`src/rtl/aes_cmd_regfile_pkg.sv`:
```
// aes_cmd_pkg: shared constants for the AES command register file.
//   - byte offsets inside the 64-byte register window
//   - engine-tracking state enum
//   - STATUS register bit positions
package aes_cmd_pkg;

  localparam logic [5:0] OFF_START  = 6'h00;
  localparam logic [5:0] OFF_STATUS = 6'h01;
  localparam logic [5:0] OFF_ADDR   = 6'h02;  // 0x02..0x03, little-endian
  localparam logic [5:0] OFF_LEN    = 6'h04;  // 0x04..0x05, little-endian
  localparam logic [5:0] OFF_KEY    = 6'h10;  // 0x10..0x1F
  localparam logic [5:0] OFF_CTR    = 6'h20;  // 0x20..0x2F

  localparam int STS_BUSY = 0;
  localparam int STS_ERR  = 7;

  typedef enum logic {
    IDLE = 1'b0,
    BUSY = 1'b1
  } state_e;

endpackage

```
`src/rtl/aes_cmd_regfile_if.sv`:
```
// aes_cmd_regfile_if: byte-wide strobe bus into the AES command register file.
//   stb      request valid (one cycle)
//   wr       1 = write, 0 = read
//   addr     byte address
//   data_in  write data
//   data_out registered read data, valid with ack
//   ack      completion, one cycle after stb
interface aes_cmd_regfile_if;
  logic        stb;
  logic        wr;
  logic [15:0] addr;
  logic [7:0]  data_in;
  logic [7:0]  data_out;
  logic        ack;

  modport master (output stb, wr, addr, data_in, input data_out, ack);
  modport slave  (input stb, wr, addr, data_in, output data_out, ack);
endinterface

```
`src/rtl/aes_cmd_regfile_byte_bank.sv`:
```
// aes_byte_bank: KEY_BYTES x 8 register array, byte write enable, async read mux.
//   clk, rst   clock, async active-low reset (clears all bytes)
//   we/waddr/wdata  single-byte write port
//   raddr/rdata     combinational byte read
//   q          flat view, byte i at q[8i+7:8i]
module aes_byte_bank #(
  parameter  int KEY_BYTES = 16,
  localparam int IDX_W     = $clog2(KEY_BYTES)
) (
  input  logic                   clk,
  input  logic                   rst,
  input  logic                   we,
  input  logic [IDX_W-1:0]       waddr,
  input  logic [7:0]             wdata,
  input  logic [IDX_W-1:0]       raddr,
  output logic [7:0]             rdata,
  output logic [8*KEY_BYTES-1:0] q
);
  logic [KEY_BYTES-1:0][7:0] mem;

  for (genvar g = 0; g < KEY_BYTES; g++) begin : g_byte
    always_ff @(posedge clk or negedge rst) begin
      if (!rst)                           mem[g] <= '0;
      else if (we && waddr == IDX_W'(g))  mem[g] <= wdata;
    end
  end

  assign rdata = mem[raddr];
  assign q     = mem;
endmodule

```
`src/rtl/aes_cmd_regfile.sv`:
```
// aes_cmd_regfile: memory-mapped command registers for the AES engine.
//   clk, rst     clock, async active-low reset
//   bus          strobe bus (slave side): stb/wr/addr/data_in -> data_out/ack
//   start        one-cycle engine kick, concurrent with the ack of the START write
//   engine_done  one-cycle completion pulse from the engine
//   aes_addr/aes_len/aes_key/aes_ctr  architectural register contents
//   busy         operation in flight
// Optional: define AES_CMD_ERR_EN for a sticky, read-to-clear STATUS[7] error
// flag (unmapped write, write while busy, read of START).
module aes_cmd_regfile
  import aes_cmd_pkg::*;
#(
  parameter logic [15:0] BASE_ADDR = 16'hff00,
  parameter int          KEY_BYTES = 16
) (
  input  logic                   clk,
  input  logic                   rst,
  aes_cmd_regfile_if.slave       bus,
  output logic                   start,
  input  logic                   engine_done,
  output logic [15:0]            aes_addr,
  output logic [15:0]            aes_len,
  output logic [8*KEY_BYTES-1:0] aes_key,
  output logic [8*KEY_BYTES-1:0] aes_ctr,
  output logic                   busy
);
  localparam int IDX_W = $clog2(KEY_BYTES);

  state_e state_q, state_d;
  logic   start_d;

  // Window decode: window is 64-byte aligned relative to BASE_ADDR.
  logic [15:0] rel;
  logic [5:0]  off;
  logic        in_win;
  logic        hit_start, hit_status, hit_addr, hit_len, hit_key, hit_ctr;
  logic        wr_en;

  assign rel        = bus.addr - BASE_ADDR;
  assign off        = rel[5:0];
  assign in_win     = (rel[15:6] == '0);
  assign hit_start  = in_win && off == OFF_START;
  assign hit_status = in_win && off == OFF_STATUS;
  assign hit_addr   = in_win && off[5:1] == OFF_ADDR[5:1];
  assign hit_len    = in_win && off[5:1] == OFF_LEN[5:1];
  assign hit_key    = in_win && off >= OFF_KEY && off < OFF_KEY + 6'(KEY_BYTES);
  assign hit_ctr    = in_win && off >= OFF_CTR && off < OFF_CTR + 6'(KEY_BYTES);

  // Every write is dropped while the engine owns the registers.
  assign wr_en = bus.stb && bus.wr && state_q == IDLE;
  assign busy  = (state_q == BUSY);

  logic [7:0] key_rdata, ctr_rdata;

  aes_byte_bank #(.KEY_BYTES(KEY_BYTES)) u_key (
    .clk(clk), .rst(rst), .we(wr_en && hit_key), .waddr(off[IDX_W-1:0]),
    .wdata(bus.data_in), .raddr(off[IDX_W-1:0]), .rdata(key_rdata), .q(aes_key)
  );

  aes_byte_bank #(.KEY_BYTES(KEY_BYTES)) u_ctr (
    .clk(clk), .rst(rst), .we(wr_en && hit_ctr), .waddr(off[IDX_W-1:0]),
    .wdata(bus.data_in), .raddr(off[IDX_W-1:0]), .rdata(ctr_rdata), .q(aes_ctr)
  );

  // Sticky error flag
  logic [7:0] sts;
`ifdef AES_CMD_ERR_EN
  logic err_q, err_set, err_clr, mapped;
  // STATUS writes are legal (mapped) but have no effect.
  assign mapped  = hit_start | hit_status | hit_addr | hit_len | hit_key | hit_ctr;
  assign err_set = bus.stb && ((bus.wr && (state_q == BUSY || !mapped)) ||
                               (!bus.wr && hit_start));
  assign err_clr = bus.stb && !bus.wr && hit_status;

  // Set wins over a coincident clearing read.
  always_ff @(posedge clk or negedge rst) begin
    if (!rst) err_q <= 1'b0;
    else      err_q <= err_set | (err_q & ~err_clr);
  end

  always_comb begin
    sts           = '0;
    sts[STS_BUSY] = busy;
    sts[STS_ERR]  = err_q;
  end
`else
  always_comb begin
    sts           = '0;
    sts[STS_BUSY] = busy;
  end
`endif

  // Read mux; data_out is forced to 0 in cycles without a read.
  logic [7:0] rd_d;
  always_comb begin
    rd_d = '0;
    if (bus.stb && !bus.wr) begin
      if (hit_status)   rd_d = sts;
      else if (hit_addr) rd_d = off[0] ? aes_addr[15:8] : aes_addr[7:0];
      else if (hit_len)  rd_d = off[0] ? aes_len[15:8]  : aes_len[7:0];
      else if (hit_key)  rd_d = key_rdata;
      else if (hit_ctr)  rd_d = ctr_rdata;
    end
  end

  // Engine tracking FSM
  always_comb begin
    state_d = state_q;
    start_d = 1'b0;
    unique case (state_q)
      IDLE: if (wr_en && hit_start && bus.data_in[0]) begin
              state_d = BUSY;
              start_d = 1'b1;
            end
      BUSY: if (engine_done) state_d = IDLE;
      default: state_d = IDLE;
    endcase
  end

  always_ff @(posedge clk or negedge rst) begin
    if (!rst) begin
      state_q      <= IDLE;
      start        <= 1'b0;
      bus.ack      <= 1'b0;
      bus.data_out <= '0;
      aes_addr     <= '0;
      aes_len      <= '0;
    end else begin
      state_q      <= state_d;
      start        <= start_d;
      bus.ack      <= bus.stb;
      bus.data_out <= rd_d;
      if (wr_en && hit_addr) begin
        if (off[0]) aes_addr[15:8] <= bus.data_in;
        else        aes_addr[7:0]  <= bus.data_in;
      end
      if (wr_en && hit_len) begin
        if (off[0]) aes_len[15:8] <= bus.data_in;
        else        aes_len[7:0]  <= bus.data_in;
      end
    end
  end
endmodule

```
`src/flat_wrapper.sv`:
```
// flat-port wrapper written by rule: the top's interface ports become plain ports
module aes_cmd_regfile_flat import aes_cmd_pkg::*;
#(
  parameter logic [15:0] BASE_ADDR = 16'hff00,
  parameter int          KEY_BYTES = 16
)
  (clk, rst, start, engine_done, aes_addr, aes_len, aes_key, aes_ctr, busy, bus_stb, bus_wr, bus_addr, bus_data_in, bus_data_out, bus_ack);
  aes_cmd_regfile_if bus_i ();
  input  logic clk;
  input  logic rst;
  output logic start;
  input  logic engine_done;
  output logic [15:0] aes_addr;
  output logic [15:0] aes_len;
  output logic [8*KEY_BYTES-1:0] aes_key;
  output logic [8*KEY_BYTES-1:0] aes_ctr;
  output logic busy;
  input wire logic [$bits(bus_i.stb)-1:0] bus_stb;
  input wire logic [$bits(bus_i.wr)-1:0] bus_wr;
  input wire logic [$bits(bus_i.addr)-1:0] bus_addr;
  input wire logic [$bits(bus_i.data_in)-1:0] bus_data_in;
  output wire logic [$bits(bus_i.data_out)-1:0] bus_data_out;
  output wire logic [$bits(bus_i.ack)-1:0] bus_ack;
  assign bus_i.stb = bus_stb;
  assign bus_i.wr = bus_wr;
  assign bus_i.addr = bus_addr;
  assign bus_i.data_in = bus_data_in;
  assign bus_data_out = bus_i.data_out;
  assign bus_ack = bus_i.ack;
  aes_cmd_regfile #(.BASE_ADDR(BASE_ADDR), .KEY_BYTES(KEY_BYTES)) u_core (.clk(clk), .rst(rst), .bus(bus_i), .start(start), .engine_done(engine_done), .aes_addr(aes_addr), .aes_len(aes_len), .aes_key(aes_key), .aes_ctr(aes_ctr), .busy(busy));
endmodule
```
`config.mk`:
```
export PLATFORM = sky130hd
export DESIGN_NAME = aes_cmd_regfile_flat
export DESIGN_NICKNAME = d
export VERILOG_FILES = /design/src/rtl/aes_cmd_regfile_pkg.sv /design/src/rtl/aes_cmd_regfile_if.sv /design/src/rtl/aes_cmd_regfile_byte_bank.sv /design/src/rtl/aes_cmd_regfile.sv /design/src/flat_wrapper.sv
export SDC_FILE = /design/constraint.sdc
export NUM_CORES = 1
export LEC_CHECK = 0
export CORE_MARGIN = 5
export CORE_UTILIZATION = 54
export CTS_CLUSTER_SIZE = 10
export DETAILED_ROUTE_END_ITERATION = 10
export MAX_ROUTING_LAYER = met4
export PLACE_DENSITY = 0.86
export SLEW_MARGIN = 25
export SYNTH_ARGS = -nofsm -noshare
export SYNTH_HDL_FRONTEND = slang
export SYNTH_SLANG_ARGS = --single-unit
```
`constraint.sdc`:
```
create_clock -name clk -period 5.5 [get_ports clk]
set_input_delay 1.1 -clock clk [delete_from_list [all_inputs] [get_ports clk]]
set_output_delay 1.1 -clock clk [all_outputs]
set_load 0.02 [all_outputs]
```
# --- Word level (Yosys, flattened, before mapping) ---
# Cells that the tools add are included.
op_classes:
  mul: 0
  n_reduce_logical: 57
  n_lt_le_gt_ge: 5
  n_addsub: 1
  eq_ne: 18
  muxes: 16
  shift: 0
  bitwise_logic: 2
  div: 0
op_table:
  columns: ["cell", "count"]
  rows:
  - ["$mux 8", 10]
  - ["$bmux 8 s4", 2]
  - ["$logic_and 1x1->1", 49]
  - ["$eq 4x4->1 const B", 8]
  - ["$eq 4x3->1 const B", 4]
  - ["$sub 16x16->16 const B", 1]
  - ["$lt 6x6->1 const B", 2]
  - ["$logic_not 10->1", 1]
  - ["$eq 4x2->1 const B", 2]
  - ["$reduce_and 2->1", 4]
  - ["$eq 6x1->1 const B", 1]
  - ["$ge 6x5->1 const B", 1]
  - ["$ge 6x6->1 const B", 1]
  - ["$logic_not 6->1", 1]
  - ["$eq 5x1->1 const B", 1]
  - ["$eq 5x2->1 const B", 1]
  - ["$lt 4x5->1 const B", 1]
  - ["$eq 4x1->1 const B", 1]
  - ["$logic_not 4->1", 1]
  - ["$mux 1", 3]
  - ["$not 1->1", 2]
  - ["$pmux 1 s2", 1]
  - ["$logic_not 1->1", 1]
word_totals:
  output_inout_bits: 299
  mem_count: 0
  latchBits: 0
  romBits: 0
  ramBits: 0
  ff_bits: 299
  in_bits: 29

# --- Logic depth before layout (Yosys ltp) ---
# Gate-level depths: netlist of the first run.
logic_depth:
  depth_word: 10
  mapped_depth: 10
  mapped_depth_nobuf: 6

# --- Modules after synthesis ---
# A second synthesis of the first run with hierarchy kept.
hier_totals:
  hier_cells: 887
  area_unflattened_um2: 13715.7
modules_own_cells:
  columns: ["module", "cells_per_inst", "seq_area_each_um2", "area_per_inst_um2", "n_inst"]
  rows:
  - ["aes_byte_bank", 364, 3203.1, 5790.6, 2]
  - ["aes_cmd_regfile", 159, 1076.0, 2134.5, 1]

# --- Worst setup path before layout of the first run ---
# Ideal clock, no wire load.
synth_path:
  kind: "input -> register"
  from: "in bus_addr[3]"
  to: "reg u_core.bus.data_out[1]"
  n_path_buf: 3
  t_required_ns: 5.376
  t_arrival_ns: 2.766
  path_stages: 9
  setup_slack_ns: 2.610
  path_cell_list: "buf_2 > buf_2 > clkbuf_1 > mux4_2 > mux2i_1 > nor2_1 > a21oi_1 > o22ai_1 > a211o_1"
synth_via:
  elab_chain_cells: 10
synth_lines:
  columns: ["element", "line_no", "source"]
  rows:
  - ["from (decl)", "flat_wrapper.sv:20", "input wire logic [$bits(bus_i.addr)-1:0] bus_addr;"]
  - ["$sub 16x16->16 (*)", "aes_cmd_regfile.sv:39", "assign rel = bus.addr - BASE_ADDR;"]
  - ["$ge 6x6->1 / $logic_not 10->1 (equally long branches)", "aes_cmd_regfile.sv:47, aes_cmd_regfile.sv:41", null]
  - ["$logic_and 1x1->1 (2 in a row)", "aes_cmd_regfile.sv:47", "assign hit_ctr = in_win && off >= OFF_CTR && off < OFF_CTR + 6'(KEY_BYTES);"]
  - ["$mux 8", "aes_cmd_regfile.sv:102", "else if (hit_ctr) rd_d = ctr_rdata;"]
  - ["$mux 8", "aes_cmd_regfile.sv:101", "else if (hit_key) rd_d = key_rdata;"]
  - ["$mux 8", "aes_cmd_regfile.sv:100", "else if (hit_len) rd_d = off[0] ? aes_len[15:8] : aes_len[7:0];"]
  - ["$mux 8", "aes_cmd_regfile.sv:99", "else if (hit_addr) rd_d = off[0] ? aes_addr[15:8] : aes_addr[7:0];"]
  - ["$mux 8 (*)", "aes_cmd_regfile.sv:98", "if (hit_status) rd_d = sts;"]
  - ["$mux 8 (*)", "aes_cmd_regfile.sv:97", "if (bus.stb && !bus.wr) begin"]
  - ["via u_core.rd_d[1]", "aes_cmd_regfile.sv:94", "logic [7:0] rd_d;"]
  - ["to (signal assigned)", "aes_cmd_regfile.sv:132", "bus.data_out <= rd_d;"]
  - ["to (decl)", "aes_cmd_regfile_if.sv:17", "modport slave (input stb, wr, addr, data_in, output data_out, ack);"]
# The timed path passes the listed nets; every way through them passes the cells marked *. The select of a mux whose other input is x is not followed.
# A chain may end at the register's enable or synchronous reset.

# --- Final worst setup path of the first run ---
layout_path:
  from: "in bus_addr[2]"
  to: "reg u_core.aes_len[12]"
layout_via:
  elab_chain_cells: 5
layout_lines:
  columns: ["element", "line_no", "source"]
  rows:
  - ["$sub 16x16->16 (*)", "aes_cmd_regfile.sv:39", null]
  - ["$logic_not 10->1 / $eq 5x2->1 (equally long branches)", "aes_cmd_regfile.sv:41, aes_cmd_regfile.sv:45", null]
  - ["$logic_and 1x1->1 (*)", "aes_cmd_regfile.sv:45", "assign hit_len = in_win && off[5:1] == OFF_LEN[5:1];"]
  - ["$logic_and 1x1->1 (*)", "aes_cmd_regfile.sv:137", "if (wr_en && hit_len) begin"]
  - ["$reduce_and 2->1 (no line) (*)", null, null]
  - ["to (signal assigned)", "aes_cmd_regfile.sv:138", "if (off[0]) aes_len[15:8] <= bus.data_in;"]
  - ["to (decl)", "aes_cmd_regfile.sv:22", "output logic [15:0] aes_len,"]
# Mark *: on every way between the ends. The rest lies on a longest branch, timed or not.

==> results.py, run 1 <==
metrics = {
    "cts": {
        "cts_sinks": 299,
        "path_clk_slew_ns": 0.05,
        "post-cts-setup-buffers": 0,
        "cts_tree": "built",
        "h-tree-depth": 2,
        "clk_latency_ns": 0.50,
        "numCtsBuffers": 36,
        "cts_resized": 0,
        "clock_path_buffers": 3,
        "cts.hold.buffers_added": 0,
        "cts_root_buf": "clkbuf_16",
    },
    "logic_synthesis": {
        "yosysUniqueCellTypes": 45,
        "synthCells": 922,
        "yosysMostFrequentCell": "dfrtp_1",
        "synthTopCellsByArea": "dfrtp_1 54%, mux2_2 24%, mux4_2 10%",
        "synth_edf_count": 0,
        "synth_area_leader_cell": "dfrtp_1",
        "synth_ff_type": "dfrtp_1",
        "async_flop_share": 1.00,
        "synth_top_cell_area_share": 0.540,
        "yosys_warnings": 0,
        "ys_seq_area_frac": 0.540,
        "synth_nets": 951,
        "syn_area_sq_um": 13800,
        "syn_avg_cell_area_sq_um": 15.0,
        "synthTopCellsByCount": "299 x dfrtp_1, 294 x mux2_2, 62 x mux4_2",
        "ys_ff_latch": 299,
    },
    "die": {
        "start_util": 0.550,
        "die_x_um": 170,
        "die_area_sq_um": 28900,
        "core_area_sq_um": 25200,
        "dieHeight_um": 170,
        "rows": 58,
        "pin_count": 328,
    },
    "drt": {
        "wl_per_cell_um": 27.1,
        "postRouteAntennaNets": 0,
        "dr.first_iter.drc_count": 802,
        "via_per_inst": 6.09,
        "routed_wl_mm": 42.7,
        "drtPass1Iterations": 5,
        "drc": 0,
        "vias": 9626,
    },
    "finish": {
        "fin_area_sq_um": 18300,
        "stdcell_count": 1580,
        "syn_to_final_growth_pct": 32.5,
        "final_layout_size_suffix_gt1_frac": 0.354,
        "diodes": 0,
        "fin_nets": 1273,
    },
    "sta": {
        "tightest_slew_ns": 1.10,
        "relSlewSlack": 0.260,
        "post-route-period-util": 0.656,
        "fin_crit_ns": 3.61,
        "skew_ns": 0.00899,
        "tns_ns": 0,
        "report.final.hold_viol_count": 0,
        "drv_slew": 0,
        "rsz0062_at_grt": "false",
        "fmax_mhz": 277,
        "finalSetupViolations": 0,
    },
    "setup_path": {
        "cp-start-kind": "input pin",
        "cp_slowest_cell": "nor2b_1",
        "worst-setup-path-type": "input pin to flop",
        "critPathMaxStageDelay_ns": 0.77,
        "end_kind": "flop",
        "worst-path-max-fanout": 27,
        "cp_cell_sequence": "buf_2 -> buf_4 -> nor2b_1 -> nand3_1 -> nor2_1 -> mux2_2",
        "crit_arrival_ns": 3.99,
        "required_ns": 5.88,
    },
    "placed_design": {
        "dp.cells": 1536,
        "finalWeightedCongestion": 0.910,
        "dpl-instance-area_sq_um": 17400,
        "port_buffers": 327,
        "dp_hpwl_mm": 29.6,
    },
    "pwr": {
        "ir_worst_vdd_v": 0.000192,
        "p_per_area_nw_per_um2": 244,
        "leakage_nw": 8.50,
    },
    "grt": {
        "antenna_found_initial": 0,
        "grt.total_usage": 0.305,
        "grt_pass1_wl_mm": 65.1,
        "grt_pass1_vias": 10200,
        "grt_max_degree": 104,
        "overflow": 0,
    },
    "run_status": {
        "status": "completed",
    },
    "min_path": {
        "min_path_type": "flop to flop",
    },
    "job": {
        "max_cap_viol_count": 0,
    },
}
flip-flops by register name (all words and copies together) (netlist names):
register             flops
u_core.start             1
u_core.u_key.q         128
u_core.bus.ack           1
u_core.aes_len          16
u_core.busy              1
u_core.bus.data_out      8
u_core.aes_addr         16
u_core.u_ctr.q         128
where the power goes:
| group | internal (W) | total (W) | switching [W] |
|---|---|---|---|
| Combinational | 0.0000578 | 0.000206 | 0.000148 |
| Clock | 0.00122 | 0.00206 | 0.000840 |
| Sequential | 0.00220 | 0.00220 | 0.000000434 |
| Total | 0.00348 | 0.00447 | 0.000988 |
logic make-up after synthesis:
family | count (synthesis) | share of synthesized area
muxes | 390 | 0.365
DFF | 299 | 0.540
and+or+nand+nor | 126 | 0.0526
buffers and inverters | 62 | 0.0209
AOI/OAI and AO/OA | 45 | 0.0217
cell usage in the layout (no fill, tap or decap), drive strengths merged, types with 22 or more instances in the layout:
cell type and count:
clkdlybuf4s50 321, mux2i 34, nor2 34, buf 22, mux2 294, dfrtp 299
nand2 34, clkbuf 43, mux4 62
cell type report:
cell class,count,area [sq um]
Fill cell,1665,6840
Clock buffer,43,968
Multi-Input combinational cell,561,6080
Tap cell,330,413
Clock inverter,1,5.00
Inverter,3,11.3
Timing Repair Buffer,343,3390
Sequential cell,299,7480
per-stage QoR:
step	setup slack (ns)	total power, W	hold WS, ns	util
after floorplan	2.61	0.00234	0.644	-
after global placement	1.49	0.00245	0.506	0.690
after CTS	2.00	0.00450	0.526	0.729
after detailed placement	1.49	0.00245	0.514	0.690
final	1.89	0.00447	0.525	0.729
after global routing	1.80	0.00460	0.543	0.729
per-layer routing:
layer | GRT usage | vias up | wire, um
li1 | - | 4068 | -
met1 | 0.414 | 5025 | 17500
met2 | 0.463 | 437 | 20400
met3 | 0.0564 | 96 | 2820
met4 | 0.119 | 0 | 1990
met5 | - | - | 0
worst paths after layout:
check	slack, ns	endpoint	startpoint	cells past startpoint
max	1.89	u_core.aes_len[12]$_DFFE_PN0P_	bus_addr[2]	6
min	0.53	u_core.u_ctr.q[75]$_DFFE_PN0P_	u_core.u_ctr.q[75]$_DFFE_PN0P_	1
max reg2reg	2.90	u_core.u_ctr.q[41]$_DFFE_PN0P_	u_core.busy$_DFF_PN0_	5
min reg2reg	0.53	u_core.u_ctr.q[75]$_DFFE_PN0P_	u_core.u_ctr.q[75]$_DFFE_PN0P_	1
max in group asynchronous	3.68	u_core.aes_addr[12]$_DFFE_PN0P_	rst	2
min in group asynchronous	0.64	u_core.u_ctr.q[45]$_DFFE_PN0P_	rst	1
worst max-delay path, delay by kind of cell:
family	cells	cell delay [ns]
AND/OR/NAND/NOR	3	1.61
buffers and inverters	2	0.85
multiplexers	1	0.42
(Power assumes the default switching activity.)
==> run 2, diff against run 1 <==
--- a/config.mk
+++ b/config.mk
@@ -6,11 +6,11 @@
 export NUM_CORES = 1
 export LEC_CHECK = 0
 export CORE_MARGIN = 5
-export CORE_UTILIZATION = 54
+export CORE_UTILIZATION = 50
 export CTS_CLUSTER_SIZE = 10
 export DETAILED_ROUTE_END_ITERATION = 10
 export MAX_ROUTING_LAYER = met4
-export PLACE_DENSITY = 0.86
+export PLACE_DENSITY = 0.8
 export SLEW_MARGIN = 25
 export SYNTH_ARGS = -nofsm -noshare
 export SYNTH_HDL_FRONTEND = slang
==> constraint.sdc (replaced) <==
create_clock -name clk -period 3.35 [get_ports clk]
set_input_delay 0.67 -clock clk [delete_from_list [all_inputs] [get_ports clk]]
set_output_delay 0.67 -clock clk [all_outputs]
set_load 0.02 [all_outputs]
==> run 2 against run 1 <==
  * Cell count rose by 5.6%
  * Via count grew 0.84%
  * Non-clock buffer count rose by 40
  * Largest cell class unchanged
  * Highest routed layer unchanged
==> results.py, run 2 (synthesized netlist as in run 1, its figures left out) <==
metrics = {
    "setup_path": {
        "crit_family": "simple AND/OR/NAND/NOR gates",
        "end_kind": "flop",
        "crit_arrival_ns": 3.12,
        "cpMostUsedCell": "nand2_1",
        "cp-start-kind": "input pin",
        "required_ns": 3.74,
        "critPathMaxStageDelay_ns": 0.49,
        "crit_cells": 7,
        "crit_buf_inv": 1,
        "cp_slowest_cell": "clkdlybuf4s50_1",
        "worst-setup-path-type": "input pin to flop",
        "cp_cell_sequence": "clkdlybuf4s50_1 -> nand2_1 -> nor2_1 -> nand2_1 -> nor4_1 -> nand2_1 -> mux2_2",
        "r2r_cells": 5,
        "worst-path-max-fanout": 8,
    },
    "sta": {
        "fin_crit_ns": 2.74,
        "relSlewSlack": 0.504,
        "report.final.hold_viol_count": 0,
        "skew_ns": 0.00830,
        "tightest_slew_ns": 0.744,
        "rsz0062_at_grt": "false",
        "tns_ns": 0,
        "drv_slew": 0,
        "hold_ws_ns": 0.183,
        "fmax_mhz": 365,
        "post-route-period-util": 0.817,
        "finalSetupViolations": 0,
    },
    "die": {
        "rows": 61,
        "core_area_sq_um": 27600,
        "die_x_um": 176,
        "start_util": 0.503,
        "pin_count": 328,
        "dieHeight_um": 176,
        "die_area_sq_um": 31100,
    },
    "finish": {
        "final_layout_size_suffix_gt1_frac": 0.374,
        "stdcell_count": 1669,
        "fin_nets": 1313,
        "layout_common_cells": "322 x clkdlybuf4s50_1, 299 x dfrtp_1, 294 x mux2_2",
        "final_common_cell": "clkdlybuf4s50_1",
        "fillers": 1967,
        "syn_to_final_growth_pct": 35.5,
    },
    "cts": {
        "cts.hold.buffers_added": 0,
        "clock_path_buffers": 3,
        "cts_tree": "built",
        "cts_resized": 0,
        "cts_sinks": 299,
        "path_clk_slew_ns": 0.05,
        "cts_root_buf": "clkbuf_16",
        "h-tree-depth": 2,
        "numCtsBuffers": 36,
        "clk_latency_ns": 0.51,
        "post-cts-setup-buffers": 0,
    },
    "drt": {
        "routed_wl_mm": 43.8,
        "drc": 0,
        "dr.first_iter.drc_count": 631,
        "via_per_inst": 5.82,
        "vias": 9707,
        "postRouteAntennaNets": 0,
        "wl_per_cell_um": 26.3,
        "drtPass1Iterations": 5,
    },
    "placed_design": {
        "finalWeightedCongestion": 0.913,
        "port_buffers": 327,
        "dp_hpwl_mm": 30.9,
        "dp.cells": 1624,
    },
    "pwr": {
        "leakage_nw": 8.71,
        "p_per_area_nw_per_um2": 392,
        "ir_worst_vdd_v": 0.000298,
    },
    "grt": {
        "grt.total_usage": 0.290,
        "grt_pass1_vias": 10300,
        "overflow": 0,
        "antenna_found_initial": 1,
        "grt_max_degree": 91,
        "grt_pass1_wl_mm": 66.5,
    },
    "job": {
        "max_cap_viol_count": 0,
    },
    "run_status": {
        "status": "completed",
    },
    "min_path": {
        "min_path_type": "input pin to async pin",
    },
}
## run 2: stage by stage
step | util | area, sq um | total power (W) | worst slack (ns)
2_1_floorplan | - | 13800 | 0.00385 | 0.890
3_3_place_gp | 0.646 | 17800 | 0.00404 | 0.203
3_5_place_dp | 0.646 | 17800 | 0.00405 | 0.126
4_1_cts | 0.681 | 18800 | 0.00743 | 0.644
5_1_grt | 0.681 | 18800 | 0.00760 | 0.490
6_report | 0.681 | 18800 | 0.00736 | 0.614
## run 2: layer usage
layer | GRT usage | part of all wire | routed length (um)
met1 | 0.395 | 0.42 | 18400
met2 | 0.430 | 0.46 | 20300
met3 | 0.0681 | 0.074 | 3260
met4 | 0.110 | 0.044 | 1910
met5 | - | 0 | 0
## run 2: final cells by class
type | instances | area, sq um | area share
diodes | 2 | 5.00 | 0.000267
clock buffers | 40 | 947 | 0.0505
repair buffers | 383 | 3750 | 0.200
inverters | 3 | 11.3 | 0.000600
well taps | 378 | 473 | 0.0252
multi-input cells | 561 | 6080 | 0.324
flip-flops and latches | 299 | 7480 | 0.399
clock inverters | 3 | 26.3 | 0.00140
## run 2: report_power, final
part | switching, W | internal [W] | leakage [nW]
registers | 0.000000701 | 0.00362 | 4.18
logic | 0.000256 | 0.000110 | 4.05
clock network | 0.00140 | 0.00198 | 0.479
total | 0.00165 | 0.00571 | 8.71
## run 2: final timing paths
path / startpoint / end / slack (ns)
min in group clk: u_core.u_ctr.q[59]$_DFFE_PN0P_ / u_core.u_ctr.q[59]$_DFFE_PN0P_ / 0.53
min: rst / u_core.u_ctr.q[123]$_DFFE_PN0P_ / 0.18
min reg2reg: u_core.u_ctr.q[59]$_DFFE_PN0P_ / u_core.u_ctr.q[59]$_DFFE_PN0P_ / 0.53
max reg2reg: u_core.busy$_DFF_PN0_ / u_core.u_key.q[12]$_DFFE_PN0P_ / 0.90
max: bus_stb / u_core.u_key.q[12]$_DFFE_PN0P_ / 0.61
max in group asynchronous: rst / u_core.u_key.q[86]$_DFFE_PN0P_ / 2.27
